===== src/rtl/buf8_reader.sv =====
// buf8_reader: fill-then-drain buffer reader.
// Collects DEPTH entries from a writer (FILL), then streams them out in write
// order over a valid/ready handshake (DRAIN). Writes arriving while draining
// are discarded and latch a sticky drop_err flag.
// Ports:
//   clk, rstn           clock, asynchronous active-low reset
//   wr_en, wr_data      one entry per cycle from the writer
//   dout, dout_valid    entry presented to the consumer (registered)
//   dout_ready          consumer accepts dout this cycle
//   full                buffer complete, drain in progress (registered)
//   drop_err            sticky: a write was discarded (registered)
module buf8_reader #(
   parameter int unsigned DEPTH = 8,
   parameter int unsigned WIDTH = 4
) (
   input  logic             clk,
   input  logic             rstn,
   input  logic             wr_en,
   input  logic [WIDTH-1:0] wr_data,
   output logic [WIDTH-1:0] dout,
   output logic             dout_valid,
   input  logic             dout_ready,
   output logic             full,
   output logic             drop_err
);

   localparam int unsigned PTR_W = (DEPTH > 1) ? $clog2(DEPTH) : 1;
   localparam logic [PTR_W-1:0] LAST = PTR_W'(DEPTH - 1);

   typedef enum logic {
      S_FILL  = 1'b0,
      S_DRAIN = 1'b1
   } state_e;

   state_e           state_q, state_d;
   logic [PTR_W-1:0] wr_ptr_q, wr_ptr_d;
   logic [PTR_W-1:0] rd_ptr_q, rd_ptr_d;
   logic [WIDTH-1:0] dout_q, dout_d;
   logic             dout_valid_q, dout_valid_d;
   logic             full_q, full_d;
   logic             drop_err_q, drop_err_d;
   logic [WIDTH-1:0] mem_q [DEPTH];
   logic             mem_we_c;
   logic [PTR_W-1:0] rd_nxt_c;

   assign rd_nxt_c = PTR_W'(rd_ptr_q + PTR_W'(1));

   // Next-state and registered-output logic
   always_comb begin
      state_d      = state_q;
      wr_ptr_d     = wr_ptr_q;
      rd_ptr_d     = rd_ptr_q;
      dout_d       = dout_q;
      dout_valid_d = dout_valid_q;
      full_d       = full_q;
      drop_err_d   = drop_err_q;
      mem_we_c     = 1'b0;

      case (state_q)
         S_FILL: begin
            if (wr_en) begin
               mem_we_c = 1'b1;
               wr_ptr_d = PTR_W'(wr_ptr_q + PTR_W'(1));
               if (wr_ptr_q == LAST) begin
                  // Final entry written: entry 0 is already stored, present it next cycle
                  state_d      = S_DRAIN;
                  wr_ptr_d     = '0;
                  dout_d       = mem_q[rd_ptr_q];
                  dout_valid_d = 1'b1;
                  full_d       = 1'b1;
               end
            end
         end
         S_DRAIN: begin
            if (wr_en) begin
               drop_err_d = 1'b1;
            end
            if (dout_valid_q && dout_ready) begin
               if (rd_ptr_q == LAST) begin
                  state_d      = S_FILL;
                  rd_ptr_d     = '0;
                  dout_d       = '0;
                  dout_valid_d = 1'b0;
                  full_d       = 1'b0;
               end else begin
                  rd_ptr_d = rd_nxt_c;
                  dout_d   = mem_q[rd_nxt_c];
               end
            end
         end
         default: begin
            state_d = S_FILL;
         end
      endcase
   end

   // State and control registers
   always_ff @(posedge clk or negedge rstn) begin
      if (!rstn) begin
         state_q      <= S_FILL;
         wr_ptr_q     <= '0;
         rd_ptr_q     <= '0;
         dout_q       <= '0;
         dout_valid_q <= 1'b0;
         full_q       <= 1'b0;
         drop_err_q   <= 1'b0;
      end else begin
         state_q      <= state_d;
         wr_ptr_q     <= wr_ptr_d;
         rd_ptr_q     <= rd_ptr_d;
         dout_q       <= dout_d;
         dout_valid_q <= dout_valid_d;
         full_q       <= full_d;
         drop_err_q   <= drop_err_d;
      end
   end

   // Entry storage, cleared on reset
   always_ff @(posedge clk or negedge rstn) begin
      if (!rstn) begin
         for (int i = 0; i < int'(DEPTH); i++) begin
            mem_q[i] <= '0;
         end
      end else if (mem_we_c) begin
         mem_q[wr_ptr_q] <= wr_data;
      end
   end

   assign dout       = dout_q;
   assign dout_valid = dout_valid_q;
   assign full       = full_q;
   assign drop_err   = drop_err_q;

endmodule


===== config.mk =====
export PLATFORM = sky130hd
export DESIGN_NAME = buf8_reader
export DESIGN_NICKNAME = d
export VERILOG_FILES = /design/src/rtl/buf8_reader.sv
export SDC_FILE = /design/constraint.sdc
export NUM_CORES = 1
export LEC_CHECK = 0
export ABC_CLOCK_PERIOD_IN_PS = 4700
export CORE_MARGIN = 3
export CORE_UTILIZATION = 43
export DETAILED_ROUTE_END_ITERATION = 12
export DONT_BUFFER_PORTS = 1
export PLACE_DENSITY = 0.69
export SYNTH_ARGS = -nofsm -noshare
export SYNTH_HDL_FRONTEND = slang
export SYNTH_SLANG_ARGS = --single-unit

===== constraint.sdc =====
create_clock -name clk -period 4.7 [get_ports clk]
set_clock_uncertainty 0.2 [all_clocks]
set_input_delay 0.47 -clock clk [delete_from_list [all_inputs] [get_ports clk]]
set_output_delay 0.47 -clock clk [all_outputs]
set_load 0.05 [all_outputs]

==> results of run 1 <==
==> logic make-up (layout without fill, tap and decap cells) <==
logic type / after synthesis / after routing
buffers and inverters: 9 / 10
and+or+nand+nor: 43 / 43
DFF: 45 / 45
adders and majority gates: 6 / 6
muxes: 56 / 56
AOI/OAI and AO/OA: 22 / 22
==> Yosys cell counts <==
| cell | number |
|---|---|
| mux2i_1 | 4 |
| buf_2 | 4 |
| nand3_1 | 3 |
| clkbuf_1 | 1 |
| a2111oi_0 | 2 |
| a21oi_1 | 1 |
| mux4_2 | 8 |
| ha_1 | 6 |
| and2_2 | 1 |
| buf_6 | 2 |
| nor2b_1 | 8 |
| nand3b_1 | 2 |
| o22ai_1 | 4 |
| a2111oi_1 | 2 |
| mux2_2 | 36 |
| o21ai_0 | 2 |
| a221o_1 | 4 |
| nor2b_4 | 1 |
| or2b_1 | 1 |
| and3_1 | 1 |
| mux2_1 | 8 |
| nand2b_1 | 2 |
| nand2_1 | 7 |
| and2b_1 | 2 |
| or2_2 | 1 |
| nor3_1 | 5 |
| dfrtp_1 | 45 |
| nor2_1 | 7 |
| nor3b_4 | 2 |
| buf_4 | 2 |
| a21o_1 | 3 |
| a211oi_1 | 4 |
==> report_power, final <==
group          leakage [nW]  total, mW  switching (mW)  internal, mW
Clock                0.0512      0.258           0.138         0.119
Sequential            0.544      0.867           0.299         0.568
Combinational         0.484      0.785           0.304         0.481
Total                  1.08       1.91           0.741          1.17
==> critical path: cells and delay by family (launching register included) <==
family                   cells  cell delay, ps
AO/OA/AOI/OAI                1             260
adder cells (fa/ha/maj)      1             770
flip-flops                   1             700
multiplexers                 2             740
AND/OR/NAND/NOR              1              60
==> per-stage QoR <==
step	instances	power [mW]
after floorplan	181	1.49
after CTS	252	1.91
after global placement	242	1.59
final	252	1.91
after global routing	252	2.04
after detailed placement	242	1.64
==> layer usage <==
layer	vias up	part of all wire, %
li1	682	-
met1	776	43
met2	53	48
met3	17	6.4
met4	0	3.1
met5	-	0
==> flip-flops by register name, indices dropped and copies added, names as in the netlist <==
signal,flops
mem_q,32
dout,4
rd_ptr_q,3
wr_ptr_q,3
drop_err,1
full,1
state_q,1
==> how the worst min path moves through the flow <==
stage,slack [ps],endpoint,cells after the start
final,90,mem_q[5],1
after global routing,90,mem_q[5],1
after CTS,90,mem_q[5],1
after detailed placement,-20,full,0
after global placement,-20,drop_err,0
after floorplan,-30,dout[0],0
==> area by class of cell <==
| class | instances | area, µm² | area share, % |
|---|---|---|---|
| repair buffers | 2 | 37.5 | 1.46 |
| clock buffers | 6 | 82.6 | 3.21 |
| clock inverters | 2 | 13.8 | 0.535 |
| flip-flops and latches | 45 | 1130 | 43.8 |
| multi-input cells | 127 | 1220 | 47.6 |
| well taps | 70 | 87.6 | 3.40 |
==> flow_summary_export.csv, run 1 <==
group,metric,value,unit
placement,portBuffers,0,
grt,grt_util_met1,23.4,%
worst_setup_path,cp-end-kind,"register",
worst_setup_path,crit_start,"rd_ptr_q[1]",
worst_setup_path,endpoint,"dout[0]",
floorplanning,die_w,80.9,µm
cells_and_area,final_common_cell,"dfrtp_1",
synth,synth_compound_area_share,7.05,%
cells_and_area,fin_nets,195,
timing,period_needed,2850,ps
placement,place_ws,1870,ps
synth,synth.area.mux_share,29.7,%
timing,holdWs,89.8,ps
run_status,status,"finished clean",
grt,grt_overflow,0,
timing,setup_tns,0,ps
cells_and_area,drive_gt1_share,31.9,%
timing,rsz0062_at_grt,"no",
cts,cts_sinks,45,
cts,insertion_delay,310,ps
synth,synth_area_leaders,"dfrtp_1 47%, mux2_2 17%, mux4_2 7.5%",
worst_setup_path,critical_path_class,"reg2reg",
cts,numCtsBuffers,5,
placement,placed_area,0.00244,mm²
grt,grt_use_met2,28.3,%
worst_setup_path,startpoint_type,"register",
worst_setup_path,r2r_cells,5,
grt,grtUsageTotal,18.3,%
cells_and_area,final_area,0.00257,mm²
timing,slew_headroom,34.5,%
synth,synth_top_cell_by_area,"dfrtp_1",
worst_setup_path,arrival,2850,ps
floorplanning,dieArea,0.00654,mm²
worst_setup_path,cp_slowest_cell,"ha_1",
power,power.density,742,mW/mm²
grt,grt_busiest_layer,"met2",
synth,synth-simple-area-share,10.9,%
power,p_leak,1.08,nW
cts,cts_resized,0,
floorplanning,rows,26,
worst_setup_path,r2r_end,"dout[0]",
worst_setup_path,path_cells,"ha_1, mux4_2, mux2i_1, nor2_1, a221o_1",
timing,report.final.slew_viol_count,0,
cells_and_area,layout_common_cells,"45 x dfrtp_1, 36 x mux2_2, 8 x nor2b_1, 8 x mux2_1, 8 x mux4_2",
synth,syn_avg_cell_area,13.3,µm²
synth,ys_ff_latch,45,
synth,yosysSeqAreaShare,46.7,%
synth,syn-cell-area,0.00241,mm²
cts,cts_setup_buffers,0,
cts,cts-root-buf,"clkbuf_8",
grt,grt_pass1_wl,8.78,mm
drt,via_count,1528,
synth,yosysWarnings,0,
cts,path_clk_slew,90,ps
cts,ctsHoldBuffers,2,
synth,ys_types,32,
grt,use_met3,4.21,%
worst_hold_path,holdCritPathClass,"in2reg",
worst_hold_path,hold_start,"wr_data[1]",
cts,cts.htree.levels,2,
worst_setup_path,critPathMaxStageDelay,770,ps
drt,drt-pass1-iter-count,4,
cells_and_area,antenna_cells,0,
synth,syn_inst,181,
synth,synthXorXnorAreaFrac,0,%
cts,cts_max_path_buffers,2,
synth,syn-num-nets,195,
drt,drtIter0Drc,92,
worst_setup_path,r2r_slack,1850,ps
drt,post_drt_wl_per_cell,20.9,µm
timing,max_freq,351,MHz
drt,drc,0,
job,maxCapViolations,0,
grt,antenna_found_initial,0,
timing,setup_ws,1850,ps
cells_and_area,final_util,48.8,%
timing,fin_crit_sh,60.6,%
drt,routed_wl,5.26,mm
grt,grt_max_degree,46,
cells_and_area,syn_to_final_growth,6.64,%
cells_and_area,fillerInstances,463,
power,peakVddDrop,273,µV
timing,finalSetupViolations,0,
cts,cts_tree,"yes",
worst_setup_path,r2r-start,"rd_ptr_q[1]",
worst_setup_path,required,4700,ps
drt,vias_per_cell,6.06,
floorplanning,coreArea,0.00527,mm²
floorplanning,die_y,80.9,µm
placement,dp_hpwl,3.69,mm
worst_setup_path,cp_max_fo,26,
synth,yosys.area_share.adder,3.11,%
floorplanning,start_util,45.8,%
grt,grt_pass1_vias,1673,
placement,gp_congestion,0.827,
timing,worst_pin_slew,982,ps
synth,synth_top_cell_area_share,46.7,%
drt,drtAntennaViolNets,0,
floorplanning,ios,15,
timing,hold_viol_final,0,
synth,synth_top_family_by_area,"multiplexers",
Power figures use the tool's default switching activity.
==> inputs of run 2 (changes only) <==
--- a/config.mk
+++ b/config.mk
@@ -5,12 +5,12 @@
 export SDC_FILE = /design/constraint.sdc
 export NUM_CORES = 1
 export LEC_CHECK = 0
-export ABC_CLOCK_PERIOD_IN_PS = 4700
+export ABC_CLOCK_PERIOD_IN_PS = 2500
 export CORE_MARGIN = 3
 export CORE_UTILIZATION = 43
 export DETAILED_ROUTE_END_ITERATION = 12
 export DONT_BUFFER_PORTS = 1
-export PLACE_DENSITY = 0.69
+export PLACE_DENSITY = 0.71
 export SYNTH_ARGS = -nofsm -noshare
 export SYNTH_HDL_FRONTEND = slang
 export SYNTH_SLANG_ARGS = --single-unit
==> constraint.sdc (replaced) <==
create_clock -name clk -period 2.5 [get_ports clk]
set_clock_uncertainty 0.2 [all_clocks]
set_input_delay 0.25 -clock clk [delete_from_list [all_inputs] [get_ports clk]]
set_output_delay 0.25 -clock clk [all_outputs]
set_load 0.05 [all_outputs]
==> run 2 against run 1 <==
Sequential share of layout area shrank 1.9 points. Non-clock buffer count is 11 higher. Design area up 4.5%. Sequential power grew 74%. Utilization rose by 2.2 points. Total power rose by 95%. Critical path type unchanged.
==> flow_summary_export.csv, run 2 (synthesis gave the netlist of run 1 again) <==
group,metric,value,unit
run_status,status,"finished clean",
drt,drc,0,
grt,grt_overflow,0,
timing,rsz0062_at_grt,"no",
floorplanning,dieArea,0.00654,mm²
cts,cts_tree,"yes",
cts,cts-root-buf,"clkbuf_8",
cells_and_area,drive_gt1_share,32.6,%
timing,max_freq,450,MHz
power,peakVddDrop,663,µV
floorplanning,coreArea,0.00527,mm²
cells_and_area,syn_to_final_growth,11.5,%
power,power,3.72,mW
cts,numCtsBuffers,5,
floorplanning,die_w,80.9,µm
cts,path_clk_slew,80,ps
power,switching_share,37.8,%
cts,cts.htree.levels,2,
power,power_frac_seq,40.5,%
cells_and_area,antenna_cells,0,
placement,dp_hpwl,3.64,mm
placement,gp_congestion,0.830,
cells_and_area,top_register,"mem_q",
worst_setup_path,required,2480,ps
worst_setup_path,arrival,2200,ps
placement,place_ws,297,ps
drt,drt-pass1-iter-count,6,
job,maxCapViolations,0,
worst_setup_path,startpoint_type,"register",
placement,portBuffers,0,
floorplanning,die_y,80.9,µm
worst_setup_path,r2r_slack,280,ps
worst_setup_path,cp-end-kind,"register",
timing,holdWs,101,ps
timing,worst_pin_slew,551,ps
grt,antenna_found_initial,0,
worst_setup_path,r2r_end,"dout[3]",
worst_setup_path,r2r_cells,6,
cells_and_area,largest_register_ffs,32,
power,power.density,1380,mW/mm²
cells_and_area,fin_nets,206,
grt,grt_max_degree,46,
timing,report.final.slew_viol_count,0,
worst_setup_path,critPathMaxStageDelay,530,ps
drt,drtIter0Drc,68,
cells_and_area,final_common_cell,"dfrtp_1",
cts,cts_max_path_buffers,2,
cts,cts_sinks,45,
timing,fin_crit_sh,88.9,%
worst_setup_path,critical_path_class,"reg2reg",
cells_and_area,final_area,0.00269,mm²
power,clkPwrFrac,14.8,%
worst_hold_path,holdCritPathClass,"in2reg",
placement,placed_area,0.00248,mm²
drt,vias_per_cell,6.02,
timing,finalSetupViolations,0,
drt,routed_wl,5.25,mm
floorplanning,rows,26,
worst_setup_path,path_cells,"ha_1, buf_4, mux4_2, mux2i_1, nor2_1, a221o_1",
power,p_int,2.32,mW
worst_setup_path,crit_family,"multiplexers",
worst_setup_path,cp_slowest_cell,"mux4_2",
drt,via_count,1582,
timing,setup_tns,0,ps
worst_setup_path,cp_max_fo,9,
drt,drtAntennaViolNets,0,
grt,grt_pass1_vias,1619,
worst_setup_path,r2r-start,"rd_ptr_q[0]",
worst_setup_path,crit_buf_inv,1,
power,p_leak,1.13,nW
floorplanning,start_util,45.8,%
cells_and_area,layout_common_cells,"45 x dfrtp_1, 36 x mux2_2, 8 x nor2b_1, 8 x mux2_1, 8 x mux4_2",
worst_setup_path,critical_path_cell_count,6,
power,combPwrFrac,44.8,%
power,power_switching,1.41,mW
worst_setup_path,crit_start,"rd_ptr_q[0]",
cts,insertion_delay,290,ps
cts,cts_resized,0,
timing,period_needed,2220,ps
grt,grt_pass1_wl,8.36,mm
floorplanning,ios,15,
timing,slew_headroom,63.1,%
timing,hold_viol_final,0,
cts,cts_setup_buffers,0,
drt,post_drt_wl_per_cell,20.0,µm
cts,ctsHoldBuffers,8,
timing,setup_ws,278,ps
grt,grtUsageTotal,17.2,%
worst_setup_path,endpoint,"dout[3]",
## run 2: changes by cell type in the layout (fill, tap and decap cells not counted), sizes merged
cell | previous run | this run
dlygate4sd3 | 1 | 7
buf | 1 | 6
bufinv | 0 | 1
clkbuf | 6 | 5
clkinv | 2 | 1
clkinvlp | 0 | 1
## run 2: metrics by stage
| step | utilization, % | std cells |
|---|---|---|
| finish | 51.0 | 263 |
| global route | 51.0 | 263 |
| CTS | 51.0 | 263 |
| detailed placement | 47.0 | 247 |
| global placement | 47.0 | 247 |
| floorplan | - | 181 |
## run 2: layout make-up
type | count | area, µm²
Tap cell | 70 | 87.6
Clock buffer | 5 | 68.8
Multi-Input combinational cell | 127 | 1220
Clock inverter | 3 | 46.3
Timing Repair Buffer | 13 | 135
Sequential cell | 45 | 1130
Fill cell | 445 | 2580
## run 2: routing by layer
layer / vias to the layer above / global-route usage (%) / routed length, µm
li1: 707 / - / -
met1: 809 / 21.6 / 2280
met2: 50 / 27.4 / 2500
met3: 16 / 4.55 / 293
met4: 0 / 8.61 / 174
met5: - / 0 / 0
## run 2: how the worst min path moves through the flow
| stage | start | to | slack (ps) | cells past startpoint |
|---|---|---|---|---|
| final | dout_ready | rd_ptr_q[1] | 100 | 2 |
| after global routing | dout_ready | rd_ptr_q[1] | 110 | 2 |
| after CTS | dout_ready | rd_ptr_q[1] | 100 | 2 |
| after detailed placement | rstn | full | -240 | 0 |
| after global placement | rstn | drop_err | -240 | 0 |
| after floorplan | rstn | dout[0] | -250 | 0 |
## run 2: power by group through the flow
stage	Clock, mW	Sequential (mW)	Combinational (mW)
final	0.549	1.51	1.67
after global routing	0.590	1.55	1.81
after CTS	0.560	1.50	1.67
after detailed placement	0	1.51	1.62
after global placement	0	1.48	1.55
after floorplan	0	1.41	1.39
## run 2: worst reg2reg max path, cell delays in order (launching register included)
cell	delay [ps]
dfrtp_1	400
ha_1	290
buf_4	220
mux4_2	530
mux2i_1	150
nor2_1	60
a221o_1	260
==> inputs of run 3 (changes only) <==
--- a/config.mk
+++ b/config.mk
@@ -5,12 +5,13 @@
 export SDC_FILE = /design/constraint.sdc
 export NUM_CORES = 1
 export LEC_CHECK = 0
-export ABC_CLOCK_PERIOD_IN_PS = 2500
+export ABC_CLOCK_PERIOD_IN_PS = 2800
+export CAP_MARGIN = 10
 export CORE_MARGIN = 3
 export CORE_UTILIZATION = 43
 export DETAILED_ROUTE_END_ITERATION = 12
 export DONT_BUFFER_PORTS = 1
-export PLACE_DENSITY = 0.71
+export PLACE_DENSITY = 0.57
 export SYNTH_ARGS = -nofsm -noshare
 export SYNTH_HDL_FRONTEND = slang
 export SYNTH_SLANG_ARGS = --single-unit
==> constraint.sdc (replaced) <==
create_clock -name clk -period 2.8 [get_ports clk]
set_clock_uncertainty 0.2 [all_clocks]
set_input_delay 0.28 -clock clk [delete_from_list [all_inputs] [get_ports clk]]
set_output_delay 0.28 -clock clk [all_outputs]
set_load 0.05 [all_outputs]
==> run 3 against run 2 <==
Sequential power fell by 11%. Critical path type unchanged. Design area fell by 1.3%. Die area did not move.
==> flow_summary_export.csv, run 3 (synthesis gave the netlist of run 1 again) <==
group,metric,value,unit
cts,numCtsBuffers,5,
cells_and_area,fin_cells,261,
cells_and_area,drive_gt1_share,31.9,%
cells_and_area,fin_nets,204,
timing,finalSetupViolations,0,
cts,cts_tree,"yes",
cts,cts_max_path_buffers,2,
floorplanning,die_y,80.9,µm
cells_and_area,antenna_cells,0,
worst_setup_path,path_cells,"ha_1, mux4_2, mux2i_1, nor2_1, a221o_1",
grt,grt_pass1_wl,8.38,mm
floorplanning,start_util,45.8,%
worst_setup_path,critPathMaxStageDelay,610,ps
drt,drc,0,
grt,grt_pass1_vias,1630,
worst_setup_path,crit_family,"multiplexers",
timing,slew_headroom,63.9,%
timing,setup_tns,0,ps
cts,insertion_delay,300,ps
worst_setup_path,required,2800,ps
grt,antenna_found_initial,0,
timing,fin_crit_sh,83.4,%
floorplanning,rows,26,
worst_hold_path,holdPathEnd,"rd_ptr_q[1]",
worst_setup_path,crit_buf_inv,0,
power,peakVddDrop,573,µV
drt,post_drt_wl_per_cell,18.2,µm
drt,drt-pass1-iter-count,4,
power,power.density,1210,mW/mm²
cts,cts_sinks,45,
floorplanning,dieArea,0.00654,mm²
timing,worst_pin_slew,541,ps
worst_setup_path,cp-end-kind,"register",
timing,report.final.slew_viol_count,0,
cells_and_area,final_common_cell,"dfrtp_1",
placement,placed_area,0.00246,mm²
power,p_leak,1.12,nW
placement,portBuffers,0,
worst_hold_path,hold_start,"dout_ready",
grt,grt_max_degree,46,
drt,routed_wl,4.76,mm
floorplanning,die_w,80.9,µm
placement,dp_cells,245,
cells_and_area,syn_to_final_growth,10.0,%
worst_setup_path,critical_path_class,"reg2reg",
timing,rsz0062_at_grt,"no",
worst_hold_path,holdCritPathClass,"in2reg",
worst_setup_path,startpoint_type,"register",
worst_setup_path,r2r_slack,460,ps
cts,cts-root-buf,"clkbuf_8",
drt,drtAntennaViolNets,0,
worst_setup_path,arrival,2340,ps
drt,drtIter0Drc,121,
floorplanning,ios,15,
cells_and_area,largest_register_ffs,32,
floorplanning,coreArea,0.00527,mm²
cts,path_clk_slew,90,ps
placement,gp_congestion,0.819,
worst_setup_path,cp_max_fo,9,
timing,max_freq,428,MHz
cells_and_area,layout_common_cells,"45 x dfrtp_1, 36 x mux2_2, 8 x nor2b_1, 8 x mux2_1, 8 x mux4_2",
worst_setup_path,r2r-start,"rd_ptr_q[0]",
timing,hold_viol_final,0,
drt,vias_per_cell,5.71,
run_status,status,"finished clean",
grt,grtUsageTotal,17.2,%
drt,via_count,1490,
worst_setup_path,r2r_end,"dout[2]",
job,maxCapViolations,0,
cells_and_area,top_register,"mem_q",
worst_setup_path,r2r_cells,5,
cts,cts_setup_buffers,0,
worst_hold_path,min_path_cells,2,
placement,dp_hpwl,3.59,mm
cells_and_area,final_area,0.00265,mm²
worst_setup_path,cp_slowest_cell,"ha_1",
cells_and_area,fillerInstances,481,
grt,grt_overflow,0,
timing,period_needed,2340,ps
cts,cts.htree.levels,2,
==> run 3: changes by cell type in the layout (fill, tap and decap cells not counted), sizes merged <==
cell	change
inv	+1
bufinv	-1
buf	-2
clkinvlp	-1
clkinv	+1
==> run 3: cell type report <==
| type | count | area [µm²] | share of cell area [%] |
|---|---|---|---|
| Tap cell | 70 | 87.6 | 3.30 |
| Multi-Input combinational cell | 127 | 1220 | 46.2 |
| Timing Repair Buffer | 11 | 120 | 4.53 |
| Clock inverter | 3 | 26.3 | 0.990 |
| Sequential cell | 45 | 1130 | 42.4 |
| Clock buffer | 5 | 68.8 | 2.59 |
==> run 3: per-layer routing <==
metal	global-route usage, %	up-vias	share of wire, %
met1	23.0	742	47
li1	-	705	-
met4	7.26	0	2.2
met5	0	-	0
met3	3.44	10	3.7
met2	27.0	33	47
==> run 3: per-stage QoR <==
step	util [%]	setup WS (ps)	power, mW	hold WS, ps
CTS	50.4	443	3.23	122
finish	50.4	465	3.21	123
global placement	46.7	476	2.70	-215
global route	50.4	294	3.46	136
floorplan	-	685	2.50	-216
detailed placement	46.7	446	2.77	-214
==> run 3: worst reg2reg max path, stage by stage, from the launching register on <==
cell and delay [ps]:
dfrtp_1 390, ha_1 610, mux4_2 570, mux2i_1 160, nor2_1 60, a221o_1 250
==> run 3: timing repair <==
action / CTS / global route
gates resized for setup: 0 / 0
hold endpoints to repair: 80 / 0
hold buffers: 8 / 0
==> run 3: worst max path at each step <==
stage / start / to / slack (ps) / cells past startpoint
after CTS: rd_ptr_q[0] / dout[1] / 440 / 5
after floorplan: rd_ptr_q[1] / dout[0] / 690 / 6
final: rd_ptr_q[0] / dout[2] / 460 / 5
after global routing: rd_ptr_q[0] / dout[2] / 290 / 5
after detailed placement: rd_ptr_q[1] / dout[1] / 450 / 5
after global placement: rd_ptr_q[0] / dout[1] / 480 / 5
==> run 3: where the power goes <==
| part | switching [mW] | internal [mW] | leakage (nW) |
|---|---|---|---|
| Sequential | 0.396 | 0.956 | 0.544 |
| Clock | 0.243 | 0.182 | 0.0487 |
| Combinational | 0.601 | 0.830 | 0.523 |
| Total | 1.24 | 1.97 | 1.12 |
